## config.mk

```make
export PLATFORM = sky130hd
export DESIGN_NAME = regfile_writeback
export DESIGN_NICKNAME = d
export VERILOG_FILES = /design/src/rtl/regfile_writeback.sv
export SDC_FILE = /design/constraint.sdc
export NUM_CORES = 1
export LEC_CHECK = 0
export ABC_AREA = 1
export CAP_MARGIN = 20
export CORE_UTILIZATION = 45
export CTS_CLUSTER_DIAMETER = 200
export CTS_CLUSTER_SIZE = 12
export DETAILED_ROUTE_END_ITERATION = 8
export PLACE_DENSITY_LB_ADDON = 0.05
export SETUP_SLACK_MARGIN = 0.05
export SLEW_MARGIN = 5
export SYNTH_ARGS = -nofsm -noshare
export SYNTH_HDL_FRONTEND = slang
export SYNTH_SLANG_ARGS = --single-unit
export TNS_END_PERCENT = 5
```

## constraint.sdc

```tcl
create_clock -name clk -period 9.41 [get_ports clk]
set_input_delay 0.941 -clock clk [delete_from_list [all_inputs] [get_ports clk]]
set_output_delay 0.941 -clock clk [all_outputs]
set_load 0.05 [all_outputs]
```

## src/rtl/regfile_writeback.sv

```systemverilog
// Writeback arbiter and register scoreboard for the 32-entry register file.
// It merges ALU results, buffered load returns and multi-cycle results onto
// the single write port. It also tracks destinations that still have a write
// outstanding, so issue logic can detect RAW hazards.
module regfile_writeback #(
    parameter int LD_FIFO_DEPTH = 4
) (
    input  logic        clk,
    input  logic        rst,
    input  logic        alu_valid,
    input  logic [4:0]  alu_addr,
    input  logic [31:0] alu_data,
    input  logic        ld_valid,
    output logic        ld_ready,
    input  logic [4:0]  ld_addr,
    input  logic [31:0] ld_data,
    input  logic        mc_valid,
    output logic        mc_ready,
    input  logic [4:0]  mc_addr,
    input  logic [31:0] mc_data,
    input  logic        issue_en,
    input  logic [4:0]  issue_addr,
    input  logic [4:0]  chk_addr1,
    input  logic [4:0]  chk_addr2,
    output logic        chk_busy1,
    output logic        chk_busy2,
    output logic [4:0]  addrw,
    output logic [31:0] wdata,
    output logic        we
);
    localparam int AW = $clog2(LD_FIFO_DEPTH);

    // r0, r1 and r31 are hardwired in the register file and are never written
    function automatic logic is_hardwired(input logic [4:0] a);
        return (a == 5'd0) || (a == 5'd1) || (a == 5'd31);
    endfunction

    // Load-return FIFO: entry = {dest, data}; pointers carry one wrap bit
    logic [36:0] fifo_mem [LD_FIFO_DEPTH];
    logic [AW:0] wr_ptr_reg, wr_ptr_next;
    logic [AW:0] rd_ptr_reg, rd_ptr_next;
    logic        fifo_empty, fifo_full;
    logic        fifo_push, fifo_pop;
    logic [36:0] fifo_head;

    // Winner of this cycle's arbitration
    logic        win_valid;
    logic [4:0]  win_addr;
    logic [31:0] win_data;
    logic        mc_take;
    logic        wr_ok;

    // Scoreboard
    logic [31:0] pending_reg, pending_next;
    logic [31:0] set_vec, clr_vec;

    // Output register
    logic        we_reg;
    logic [4:0]  addrw_reg;
    logic [31:0] wdata_reg;

    assign fifo_empty = (wr_ptr_reg == rd_ptr_reg);
    assign fifo_full  = (wr_ptr_reg[AW-1:0] == rd_ptr_reg[AW-1:0]) &&
                        (wr_ptr_reg[AW] != rd_ptr_reg[AW]);
    // The head is read combinationally so it can win arbitration in the same
    // cycle it becomes visible; the FIFO is small enough for distributed storage.
    assign fifo_head  = fifo_mem[rd_ptr_reg[AW-1:0]];

    // Ready depends only on state (and reset), so a same-cycle pop never raises it
    assign ld_ready  = rst && !fifo_full;
    assign fifo_push = ld_valid && ld_ready;
    assign mc_ready  = rst && mc_take;

    // Fixed-priority winner selection: ALU, then FIFO head, then multi-cycle
    always_comb begin
        win_valid = 1'b0;
        win_addr  = 5'd0;
        win_data  = 32'd0;
        fifo_pop  = 1'b0;
        mc_take   = 1'b0;
        if (alu_valid) begin
            win_valid = 1'b1;
            win_addr  = alu_addr;
            win_data  = alu_data;
        end else if (!fifo_empty) begin
            win_valid = 1'b1;
            win_addr  = fifo_head[36:32];
            win_data  = fifo_head[31:0];
            fifo_pop  = 1'b1;
        end else if (mc_valid) begin
            win_valid = 1'b1;
            win_addr  = mc_addr;
            win_data  = mc_data;
            mc_take   = 1'b1;
        end
    end

    assign wr_ok       = win_valid && !is_hardwired(win_addr);
    assign wr_ptr_next = wr_ptr_reg + (AW + 1)'(fifo_push);
    assign rd_ptr_next = rd_ptr_reg + (AW + 1)'(fifo_pop);

    // Scoreboard next state: a same-cycle issue re-marks the register busy
    assign set_vec = (issue_en && !is_hardwired(issue_addr)) ? (32'd1 << issue_addr) : 32'd0;
    assign clr_vec = win_valid ? (32'd1 << win_addr) : 32'd0;

    genvar gi;
    generate
        for (gi = 0; gi < 32; gi++) begin : g_pending
            assign pending_next[gi] = set_vec[gi] | (pending_reg[gi] & ~clr_vec[gi]);
        end
    endgenerate

    // FIFO storage write; contents need no reset since the pointers define validity
    always_ff @(posedge clk) begin
        if (fifo_push) begin
            fifo_mem[wr_ptr_reg[AW-1:0]] <= {ld_addr, ld_data};
        end
    end

    // Pointers, scoreboard and output register; reset discards in-flight results
    always_ff @(posedge clk or negedge rst) begin
        if (!rst) begin
            wr_ptr_reg  <= '0;
            rd_ptr_reg  <= '0;
            pending_reg <= 32'd0;
            we_reg      <= 1'b0;
            addrw_reg   <= 5'd0;
            wdata_reg   <= 32'd0;
        end else begin
            wr_ptr_reg  <= wr_ptr_next;
            rd_ptr_reg  <= rd_ptr_next;
            pending_reg <= pending_next;
            we_reg      <= wr_ok;
            // Address and data are zeroed when not writing: the register file
            // bypasses wdata on an address match even with we low.
            addrw_reg   <= wr_ok ? win_addr : 5'd0;
            wdata_reg   <= wr_ok ? win_data : 32'd0;
        end
    end

    assign we    = we_reg;
    assign addrw = addrw_reg;
    assign wdata = wdata_reg;

    assign chk_busy1 = pending_reg[chk_addr1] && !is_hardwired(chk_addr1);
    assign chk_busy2 = pending_reg[chk_addr2] && !is_hardwired(chk_addr2);
endmodule

```

==> run_results.csv <==
group,metric,value,unit
timing,max_freq,197,MHz
power,p_switching,1590,uW
drt,dr_total_vias,8106,
clocking,cts_resized,0,
die,dieWidth,152,um
drt,top_layer,"met4",
power,p_int,2230,uW
drt,via_per_inst,5.43,
drt,met3WireLength,1540,um
power,powerDensity,300,nW/um^2
outcome,status,"complete, but fails checks",
die,die-area,23200,um^2
clocking,h-tree-depth,1,
power,seq_power_share,37.0,%
critical_path,worstPathMaxFanout,79,
power,vdd_drop_max,0.165,mV
yosys,ys.warnings.count,0,
clocking,numCtsBuffers,22,
clocking,cts_setup_buffers,0,
drt,drt_iter0_drc,645,
die,fp-row-count,54,
yosys,synth.distinct_cells,36,
finish,multiInputGateArea,3320,um^2
flow_run,max_cap_violations,0,
yosys,yosys_most_used_dff,"edfxtp_1",
power,share_comb_of_total_power,41.9,%
power,p_leak,0.00497,uW
critical_path,path_cells,"buf_4 -> nand2_1 -> nand2_1 -> nand3_4 -> nor2_4 -> nand2_1 -> nor2_1 -> clkdlybuf4s50_1",
yosys,synth-edff-count,148,
yosys,synth.top_cells.by_area,"edfxtp_1 (44%), dfrtp_1 (19%), nand2_1 (8.1%)",
finish,largest_reg_flops,148,
grt,antenna_found_initial,2,
clocking,cts_tree,"yes",
timing,finalSetupTns,0,ps
placement,dpl.hpwl,18100,um
yosys,ys_seq_area_share,62.5,%
timing,hold_viol_final,0,
timing,period_needed,5080,ps
finish,area_delta_synth_final,25.4,%
die,pin_count,174,
finish,final_nets,1332,
timing,finalClockSkew,18.0,ps
grt,grt_usage,24.3,%
drt,totalWireLength,27800,um
yosys,syn-cell-area,10100,um^2
yosys,syn-num-nets,1177,
timing,setup_violations,0,
clocking,clockBufferDepth,3,
yosys,yosysMostFrequentCell,"nand2_1",
power,power,3820,uW
clocking,clk_pin_slew,60,ps
critical_path,critical-path-top-delay-family,"simple AND/OR/NAND/NOR gates",
critical_path,crit_required,8470,ps
placement,placement.io_buffers,173,
timing,worstMarginPinSlew,912,ps
yosys,synth_common_cells,"nand2_1 (218), edfxtp_1 (148), nor2_1 (138)",
critical_path,endpoint_kind,"output port",
drt,ant_nets,0,
timing,slew_headroom,39.1,%
yosys,synth_top_area_share,43.8,%
critical_path,arrival,4140,ps
drt,m1WireLength,12300,um
drt,met2_length,13300,um
finish,drive_gt1_share,5.45,%
clocking,clkLatencyLatePin,510,ps
critical_path,reg2reg_from,"rd_ptr_reg[0]$_DFF_PN0_",
clocking,cts_sinks,224,
yosys,yosys_register_bits,224,
critical_path,crit_top_cell,"nand2_1",
die,start_util,46.2,%
critical_path,cp_slowest_cell,"nor2_4",
finish,fill_cells,1911,
grt,grt_overflow,0,
critical_path,path_buf_inv,2,
drt,drt-pass1-iter-count,7,
grt,grt_pass1_wl,44000,um
power,p_sw_share,41.6,%
timing,rsz0062_at_grt,"no",
yosys,synth_cells,1041,
timing,fin_crit_sh,54.0,%
critical_path,worst-setup-path-type,"reg -> out",
yosys,yosys.area.top_type,"edfxtp_1",
power,clkPwrFrac,21.2,%
outcome,violations,"design-rule violations",
critical_path,cp-start-kind,"flop",
drt,drc,20,
yosys,avgSynthCellArea,9.75,um^2
worst_hold_path,holdCritPathClass,"in -> async",
die,die_y,152,um
critical_path,slowest_delay,920,ps
grt,grt_pass1_vias,7953,
die,fp.coreArea,22000,um^2
drt,routedWlPerCell,18.6,um
critical_path,critPathLaunch,"rd_ptr_reg[0]$_DFF_PN0_",
yosys,synthArstFlopShare,33.9,%
grt,grt_max_degree,80,
finish,regArea,6350,um^2
timing,maxSlewViolCount,0,
placement,routabilityCongestion,0.883,
clocking,cts.hold.buffers_added,0,
clocking,cts_root_buf,"clkbuf_16",
stage by stage:
stage / cells / setup WS [ps] / area, um^2 / utilization (%) / hold slack, ps
6_report: 1493 / 4330 / 12700 / 57.9 / 323
3_3_place_gp: 1452 / 4810 / 12100 / 55.0 / 457
3_5_place_dp: 1452 / 4820 / 12100 / 55.0 / 459
5_1_grt: 1492 / 3920 / 12700 / 57.9 / 331
2_1_floorplan: 1041 / 4850 / 10100 / - / 442
4_1_cts: 1491 / 4290 / 12700 / 57.9 / 317
power groups by stage:
stage / combinational (uW) / sequential, uW / clock, uW
finish: 1600 / 1410 / 808
global route: 1750 / 1440 / 861
CTS: 1610 / 1410 / 825
detailed placement: 1600 / 1430 / 0
global placement: 1590 / 1430 / 0
floorplan: 818 / 1680 / 0
final cells by class:
type | count | share of cell area, %
Sequential cell | 224 | 49.9
Tap cell | 280 | 2.75
Inverter | 62 | 1.83
Timing Repair Buffer | 185 | 14.3
Clock buffer | 38 | 4.97
Antenna cell | 2 | 0.0393
Multi-Input combinational cell | 701 | 26.1
Clock inverter | 1 | 0.128
cell families (layout without fill, tap and decap cells):
group | count (synthesis) | in the layout | share of synthesized area, %
AO/OA/AOI/OAI | 200 | 200 | 10.6
XOR/XNOR | 2 | 2 | 0.173
adder cells (fa/ha/maj) | 4 | 4 | 0.493
buffers and inverters | 116 | 286 | 4.97
flip-flops | 224 | 224 | 62.5
other | 0 | 2 | 0
AND/OR/NAND/NOR | 495 | 495 | 21.2
placed cells by master (no fill, tap or decap), types with 33 or more instances in the layout:
cell             Yosys  routed
o21ai_0            110     110
a21oi_1             37      37
edfxtp_1           148     148
nand2_1            218     218
dfrtp_1             76      75
clkdlybuf4s50_1      0     172
nor2_1             138     138
nand3_1             86      86
o22ai_1             33      33
inv_1               56      56
path summary, 6_finish.rpt:
kind | end | slack (ps) | depth (start not counted)
max | mc_ready | 4330 | 8
min | wdata[19]$_DFF_PN0_ | 320 | 1
max reg2reg | wdata[4]$_DFF_PN0_ | 5460 | 10
min reg2reg | pending_reg[5]$_DFF_PN0_ | 470 | 2
max in group asynchronous | rd_ptr_reg[0]$_DFF_PN0_ | 7970 | 2
min in group clk | pending_reg[5]$_DFF_PN0_ | 470 | 2
metal layers:
| metal | GRT usage, % | vias up |
|---|---|---|
| met4 | 7.05 | 0 |
| li1 | - | 3920 |
| met3 | 3.41 | 42 |
| met2 | 40.1 | 248 |
| met5 | 0 | - |
| met1 | 33.5 | 3896 |
No activity file was read; power rests on OpenSTA's default activity.
